File: src/rtl/cart_pkg.sv
// ============================================================================
// Module      : cart_pkg
// Description : Shared types and constants for the cartridge bank-switch mapper.
// Revision    : 1.0
// ============================================================================
`default_nettype none

package cart_pkg;

    typedef enum logic [2:0] {
        MAP_NONE = 3'd0,
        MAP_F8   = 3'd1,
        MAP_F6   = 3'd2,
        MAP_F4   = 3'd3
    } mapper_t;

    localparam logic [12:0] c_F8_HS_BASE  = 13'h1FF8;
    localparam logic [12:0] c_F8_HS_LIMIT = 13'h1FF9;
    localparam logic [12:0] c_F6_HS_BASE  = 13'h1FF6;
    localparam logic [12:0] c_F6_HS_LIMIT = 13'h1FF9;
    localparam logic [12:0] c_F4_HS_BASE  = 13'h1FF4;
    localparam logic [12:0] c_F4_HS_LIMIT = 13'h1FFB;

    localparam logic [12:0] c_SC_WR_BASE  = 13'h1000;
    localparam logic [12:0] c_SC_WR_LIMIT = 13'h107F;
    localparam logic [12:0] c_SC_RD_BASE  = 13'h1080;
    localparam logic [12:0] c_SC_RD_LIMIT = 13'h10FF;

    // Unassigned encodings fall back to the fixed (non-switching) image.
    function automatic mapper_t decode_mapper(input logic [2:0] i_m);
        mapper_t v;
        case (i_m)
            3'd1:    v = MAP_F8;
            3'd2:    v = MAP_F6;
            3'd3:    v = MAP_F4;
            default: v = MAP_NONE;
        endcase
        return v;
    endfunction

    // Carts boot from the last bank, where the reset vector lives.
    function automatic logic [2:0] reset_bank(input mapper_t i_m);
        logic [2:0] v;
        case (i_m)
            MAP_F8:  v = 3'd1;
            MAP_F6:  v = 3'd3;
            MAP_F4:  v = 3'd7;
            default: v = 3'd0;
        endcase
        return v;
    endfunction

endpackage

`default_nettype wire

File: src/rtl/cart_superchip_ram.sv
// ============================================================================
// Module      : cart_superchip_ram
// Description : 128x8 Superchip RAM, one write port and one registered read port.
// Revision    : 1.0
// ============================================================================
`default_nettype none

module cart_superchip_ram (
    input  logic       clk,
    input  logic       i_we,
    input  logic [6:0] i_waddr,
    input  logic [7:0] i_wdata,
    input  logic [6:0] i_raddr,
    output logic [7:0] o_rdata
);

    logic [7:0] r_mem [0:127];
    logic [7:0] r_rdata;

    // Contents deliberately survive reset, as on the real cartridge.
    always_ff @(posedge clk) begin
        if (i_we) begin
            r_mem[i_waddr] <= i_wdata;
        end
        r_rdata <= r_mem[i_raddr];
    end

    assign o_rdata = r_rdata;

endmodule

`default_nettype wire

File: src/rtl/cart_mapper.sv
// ============================================================================
// Module      : cart_mapper
// Description : Cartridge bank-switch mapper (2K/4K, F8, F6, F4, Superchip RAM).
// Revision    : 1.0
// ============================================================================
`default_nettype none

module cart_mapper
    import cart_pkg::*;
#(
    parameter int EXT_AW = 15,
    parameter int SC_EN  = 1
) (
    input  logic              clk,
    input  logic              reset,
    input  logic              cpu_ce,
    input  logic [12:0]       cpu_addr,
    input  logic              cpu_rwn,
    input  logic [7:0]        cpu_wdata,
    input  logic [2:0]        mapper,
    input  logic              sc_en,
    output logic [EXT_AW-1:0] ext_addr,
    input  logic [7:0]        ext_rdata,
    output logic [7:0]        rom_rdata,
    output logic [2:0]        bank
);

    mapper_t     r_mapper_q;
    logic        r_sc_q;
    logic [2:0]  r_bank;
    logic        r_sc_sel;
    logic [7:0]  r_rom_rdata;

    logic        w_hs_hit;
    logic [2:0]  w_hs_base_lo;
    logic [2:0]  w_hs_bank;
    logic        w_hs_take;
    logic [14:0] w_ext15;
    logic        w_sc_wr_win;
    logic        w_sc_rd_win;
    logic        w_sc_we;
    logic [7:0]  w_ram_rdata;

    // Hotspot decode: the full 13-bit address must fall inside the scheme's range.
    always_comb begin
        w_hs_hit     = 1'b0;
        w_hs_base_lo = 3'd0;
        case (r_mapper_q)
            MAP_F8: begin
                w_hs_hit     = (cpu_addr >= c_F8_HS_BASE) && (cpu_addr <= c_F8_HS_LIMIT);
                w_hs_base_lo = c_F8_HS_BASE[2:0];
            end
            MAP_F6: begin
                w_hs_hit     = (cpu_addr >= c_F6_HS_BASE) && (cpu_addr <= c_F6_HS_LIMIT);
                w_hs_base_lo = c_F6_HS_BASE[2:0];
            end
            MAP_F4: begin
                w_hs_hit     = (cpu_addr >= c_F4_HS_BASE) && (cpu_addr <= c_F4_HS_LIMIT);
                w_hs_base_lo = c_F4_HS_BASE[2:0];
            end
            default: begin
                w_hs_hit     = 1'b0;
                w_hs_base_lo = 3'd0;
            end
        endcase
    end

    // No range spans more than 8 entries, so the offset is exact modulo 8.
    assign w_hs_bank = cpu_addr[2:0] - w_hs_base_lo;
    assign w_hs_take = cpu_ce && cpu_addr[12] && w_hs_hit;

    always_ff @(posedge clk) begin
        if (reset) begin
            r_mapper_q <= decode_mapper(mapper);
            r_sc_q     <= sc_en & (SC_EN != 0);
            r_bank     <= reset_bank(decode_mapper(mapper));
        end else if (w_hs_take) begin
            r_bank     <= w_hs_bank;
        end
    end

    always_comb begin
        w_ext15 = {3'b000, cpu_addr[11:0]};
        case (r_mapper_q)
            MAP_F8:  w_ext15 = {2'b00, r_bank[0], cpu_addr[11:0]};
            MAP_F6:  w_ext15 = {1'b0, r_bank[1:0], cpu_addr[11:0]};
            MAP_F4:  w_ext15 = {r_bank, cpu_addr[11:0]};
            default: w_ext15 = {3'b000, cpu_addr[11:0]};
        endcase
    end

    assign ext_addr = EXT_AW'(w_ext15);

    assign w_sc_wr_win = r_sc_q && (cpu_addr >= c_SC_WR_BASE) && (cpu_addr <= c_SC_WR_LIMIT);
    assign w_sc_rd_win = r_sc_q && (cpu_addr >= c_SC_RD_BASE) && (cpu_addr <= c_SC_RD_LIMIT);
    assign w_sc_we     = w_sc_wr_win && cpu_ce && !cpu_rwn && !reset;

    generate
        if (SC_EN != 0) begin : g_sc_ram
            cart_superchip_ram u_sc_ram (
                .clk     (clk),
                .i_we    (w_sc_we),
                .i_waddr (cpu_addr[6:0]),
                .i_wdata (cpu_wdata),
                .i_raddr (cpu_addr[6:0]),
                .o_rdata (w_ram_rdata)
            );
        end else begin : g_no_sc_ram
            assign w_ram_rdata = 8'h00;
        end
    endgenerate

    // The select is delayed one clk to line up with the RAM's registered read,
    // giving both sources the same two-clk address-to-data latency.
    always_ff @(posedge clk) begin
        if (reset) begin
            r_sc_sel    <= 1'b0;
            r_rom_rdata <= 8'h00;
        end else begin
            r_sc_sel    <= w_sc_rd_win;
            r_rom_rdata <= r_sc_sel ? w_ram_rdata : ext_rdata;
        end
    end

    assign rom_rdata = r_rom_rdata;
    assign bank      = r_bank;

endmodule

`default_nettype wire

File: config.mk
export PLATFORM = sky130hd
export DESIGN_NAME = cart_mapper
export DESIGN_NICKNAME = d
export VERILOG_FILES = /design/src/rtl/cart_pkg.sv /design/src/rtl/cart_superchip_ram.sv /design/src/rtl/cart_mapper.sv
export SDC_FILE = /design/constraint.sdc
export NUM_CORES = 1
export LEC_CHECK = 0
export BUFFER_PORTS_ARGS = -buffer_cell sky130_fd_sc_hd__buf_2
export CORE_MARGIN = 1
export CORE_UTILIZATION = 41
export DETAILED_ROUTE_END_ITERATION = 10
export GPL_TIMING_DRIVEN = 0
export PLACE_DENSITY = 0.63
export SYNTH_ARGS = -nofsm -noshare
export SYNTH_HDL_FRONTEND = slang
export SYNTH_SLANG_ARGS = --single-unit
export TNS_END_PERCENT = 100
File: constraint.sdc
create_clock -name clk -period 4.8 [get_ports clk]
set_clock_uncertainty 0.2 [all_clocks]
set_input_delay 0.96 -clock clk [delete_from_list [all_inputs] [get_ports clk]]
set_output_delay 0.96 -clock clk [all_outputs]
set_load 0.02 [all_outputs]
==> results_dict.tcl <==
set metrics [dict create \
    final_common_cell "edfxtp_1" \
    top_level_ports 63 \
    vias_per_cell 6.29 \
    cts_root_buf "clkbuf_16" \
    grt_remaining_overflow 0 \
    placed_cells 3494 \
    seq_area_frac_synth 0.760 \
    setup_viol 303 \
    clock.fmax_mhz 201 \
    cts_tree "done" \
    gp_congestion 0.998 \
    fp.dieW_um 319 \
    wl_per_cell_um 35.6 \
    end_kind "register" \
    r2r_slack_ns 1.01 \
    hp-class "in -> reg" \
    powerDensity_nw_per_um2 416 \
    fin_crit_sh 1.04 \
    areaGrowthSynthToFinish_pct 13.7 \
    grt_pass1_wl_um 179000 \
    synth_edf_count 1030 \
    insertion_delay_ns 0.70 \
    first_pass_iters 6 \
    clk_pin_slew_ns 0.06 \
    async_reset_ff_frac 0 \
    die-height_um 319 \
    status "finished with violations" \
    arrival_ns 5.22 \
    rows 115 \
    cts.sink_count 1047 \
    synthCells 2140 \
    path_class "in -> reg" \
    slew_violations 0 \
    slowest_stage "clkbuf_1" \
    nets 2357 \
    crit_top_cell "clkbuf_1" \
    cap_violations 1 \
    drc 0 \
    final.setup.tns_ns -21.55 \
    ys_seq_elements 1047 \
    final_antenna_net_count 0 \
    netlist-cell-type-count 57 \
    finish.utilization 0.473 \
    critPathLaunchType "input port" \
    final-instance-count-excl-fill 3691 \
    worstPathCellList "buf_2, clkbuf_1, clkbuf_1, nor2_1, clkbuf_1, a22oi_1, a41oi_1, o311ai_1, nand4_1" \
    grt_pass1_vias 22600 \
    initial_core_util 0.416 \
    violations "max-capacitance violations, negative setup slack" \
    slew_headroom 0.00362 \
    final_cell_mix "edfxtp_1, mux2i_1, mux4_2" \
    port_buffers 59 \
    grt_max_degree 93 \
    die_area_um2 102000 \
    cts_setup_buffers 0 \
    clock_path_buffers 3 \
    rsz0062_at_grt "true" \
    setup_slack_ns -0.180 \
    ys.flop_type "edfxtp_1" \
    hold_viol 0 \
    p_leak_uw 0.0149 \
    fin_crit_ns 4.98 \
    dp_hpwl_um 84700 \
    drive_above_1_share 0.212 \
    routed_wl_um 131000 \
    vias 23200 \
    avgSynthCellArea_um2 19.2 \
    antenna_found_initial 7 \
    worst_slew_pin_slew_ns 1.49 \
    vdd_ir_drop_max_mv 0.326 \
    h-tree-depth 3 \
    max_stage_delay_ns 1.02 \
    synth_fp_nets 2182 \
    grt_util_all_layers 0.257 \
    worstPathRequired_ns 5.04 \
    synthesis.area_um2 41100 \
    drtIter0Drc 4141 \
    yosys_warnings 0 \
    critPathMaxFanout 10 \
    core_area_um2 98900 \
    cts_buffers 107 \
]
path summary, 6_finish.rpt:
| path | cells past startpoint | start | endpoint |
|---|---|---|---|
| max reg2reg | 6 | r_sc_q$_DFFE_PP_ | g_sc_ram.u_sc_ram.r_mem[15][4]$_DFFE_PP_ |
| max | 9 | cpu_addr[4] | g_sc_ram.u_sc_ram.o_rdata[6]$_DFF_P_ |
| min | 1 | sc_en | r_sc_q$_DFFE_PP_ |
| min reg2reg | 2 | g_sc_ram.u_sc_ram.o_rdata[2]$_DFF_P_ | rom_rdata[2]$_SDFF_PP0_ |
state kept, by name, indices dropped and copies added, names as in the netlist:
name and flops:
g_sc_ram.u_sc_ram.r_mem 1024, g_sc_ram.u_sc_ram.o_rdata 8, rom_rdata 8, bank 3, r_mapper_q 2, r_sc_q 1
r_sc_sel 1
cells by family (layout without fill, tap and decap cells):
| kind of cell | count (synthesis) | after routing | synth area share |
|---|---|---|---|
| DFF | 1047 | 1047 | 0.760 |
| adders and majority gates | 5 | 5 | 0.00152 |
| AOI/OAI and AO/OA | 237 | 237 | 0.0405 |
| and+or+nand+nor | 329 | 329 | 0.0350 |
| other | 0 | 1 | 0 |
| buffers and inverters | 150 | 413 | 0.0204 |
| muxes | 370 | 370 | 0.142 |
| xor gates and xnor gates | 2 | 2 | 0.000426 |
where the power goes:
part / switching [µW] / total [µW] / internal, µW / leakage (µW)
logic: 862 / 1210 / 343 / 0.00387
registers: 6.93 / 10100 / 10100 / 0.00940
clock network: 3570 / 8170 / 4600 / 0.00167
per-stage QoR:
| step | total power [µW] | setup slack [ns] | cell area (µm²) | hold WS [ns] |
|---|---|---|---|---|
| floorplan | 10800 | 1.43 | 41100 | 0.240 |
| global placement | 11400 | -1.37 | 43000 | 0.263 |
| detailed placement | 11400 | -1.40 | 43300 | 0.273 |
| CTS | 19400 | -0.0110 | 46700 | 0.232 |
| global route | 19800 | -0.0458 | 46700 | 0.236 |
| finish | 19400 | -0.180 | 46700 | 0.250 |
per-layer routing:
metal	vias up	share of wire	track usage
met3	329	0.12	0.0625
met4	0	0.052	0.119
li1	9083	-	-
met1	12000	0.38	0.353
met2	1775	0.45	0.387
met5	-	0	0
cell usage after synthesis (5+ instances only):
cell       instances  area [µm²]
buf_2             36         180
a21oi_1           41         205
nand2_1           66         248
o21ai_0           11        55.1
nor3_1             5        25.0
clkbuf_1          57         214
nor2b_1            7        43.8
buf_4             31         233
edfxtp_1        1030       30900
mux2_2            16         180
dfxtp_1           17         340
o22ai_1           28         175
nand3_1           59         295
inv_1              5        18.8
mux2i_1          184        1840
o2bb2ai_1         23         201
buf_6             15         169
o211ai_1          13        97.6
mux4_2           168        3780
or3_1              8        50.1
a31oi_1           12        75.1
nor2_1           157         589
nand4_1           10        62.6
ha_1               5        62.6
a22oi_1           77         578
repair_timing:
action                                  in CTS  in global routing
endpoints found under the setup margin     261                 35
resized for setup                           22                  4
pin swaps                                    0                  0
hold buffers                                 0                  0
gates cloned                                 0                  0
worst max-delay path, delay by kind of cell:
family | cells | cell delay [ns]
buffers and inverters | 4 | 2.23
AO/OA/AOI/OAI | 3 | 1.24
AND/OR/NAND/NOR | 2 | 0.74
layout make-up:
class | count | area (µm²)
inverter | 8 | 30.0
timing repair buffer | 67 | 536
sequential | 1047 | 31300
multi-input combinational | 943 | 9070
clock inverter | 57 | 513
fill | 8150 | 52100
tap | 1287 | 1610
antenna | 1 | 2.50
buffer | 141 | 808
clock buffer | 140 | 2910
(Power assumes the default switching activity.)
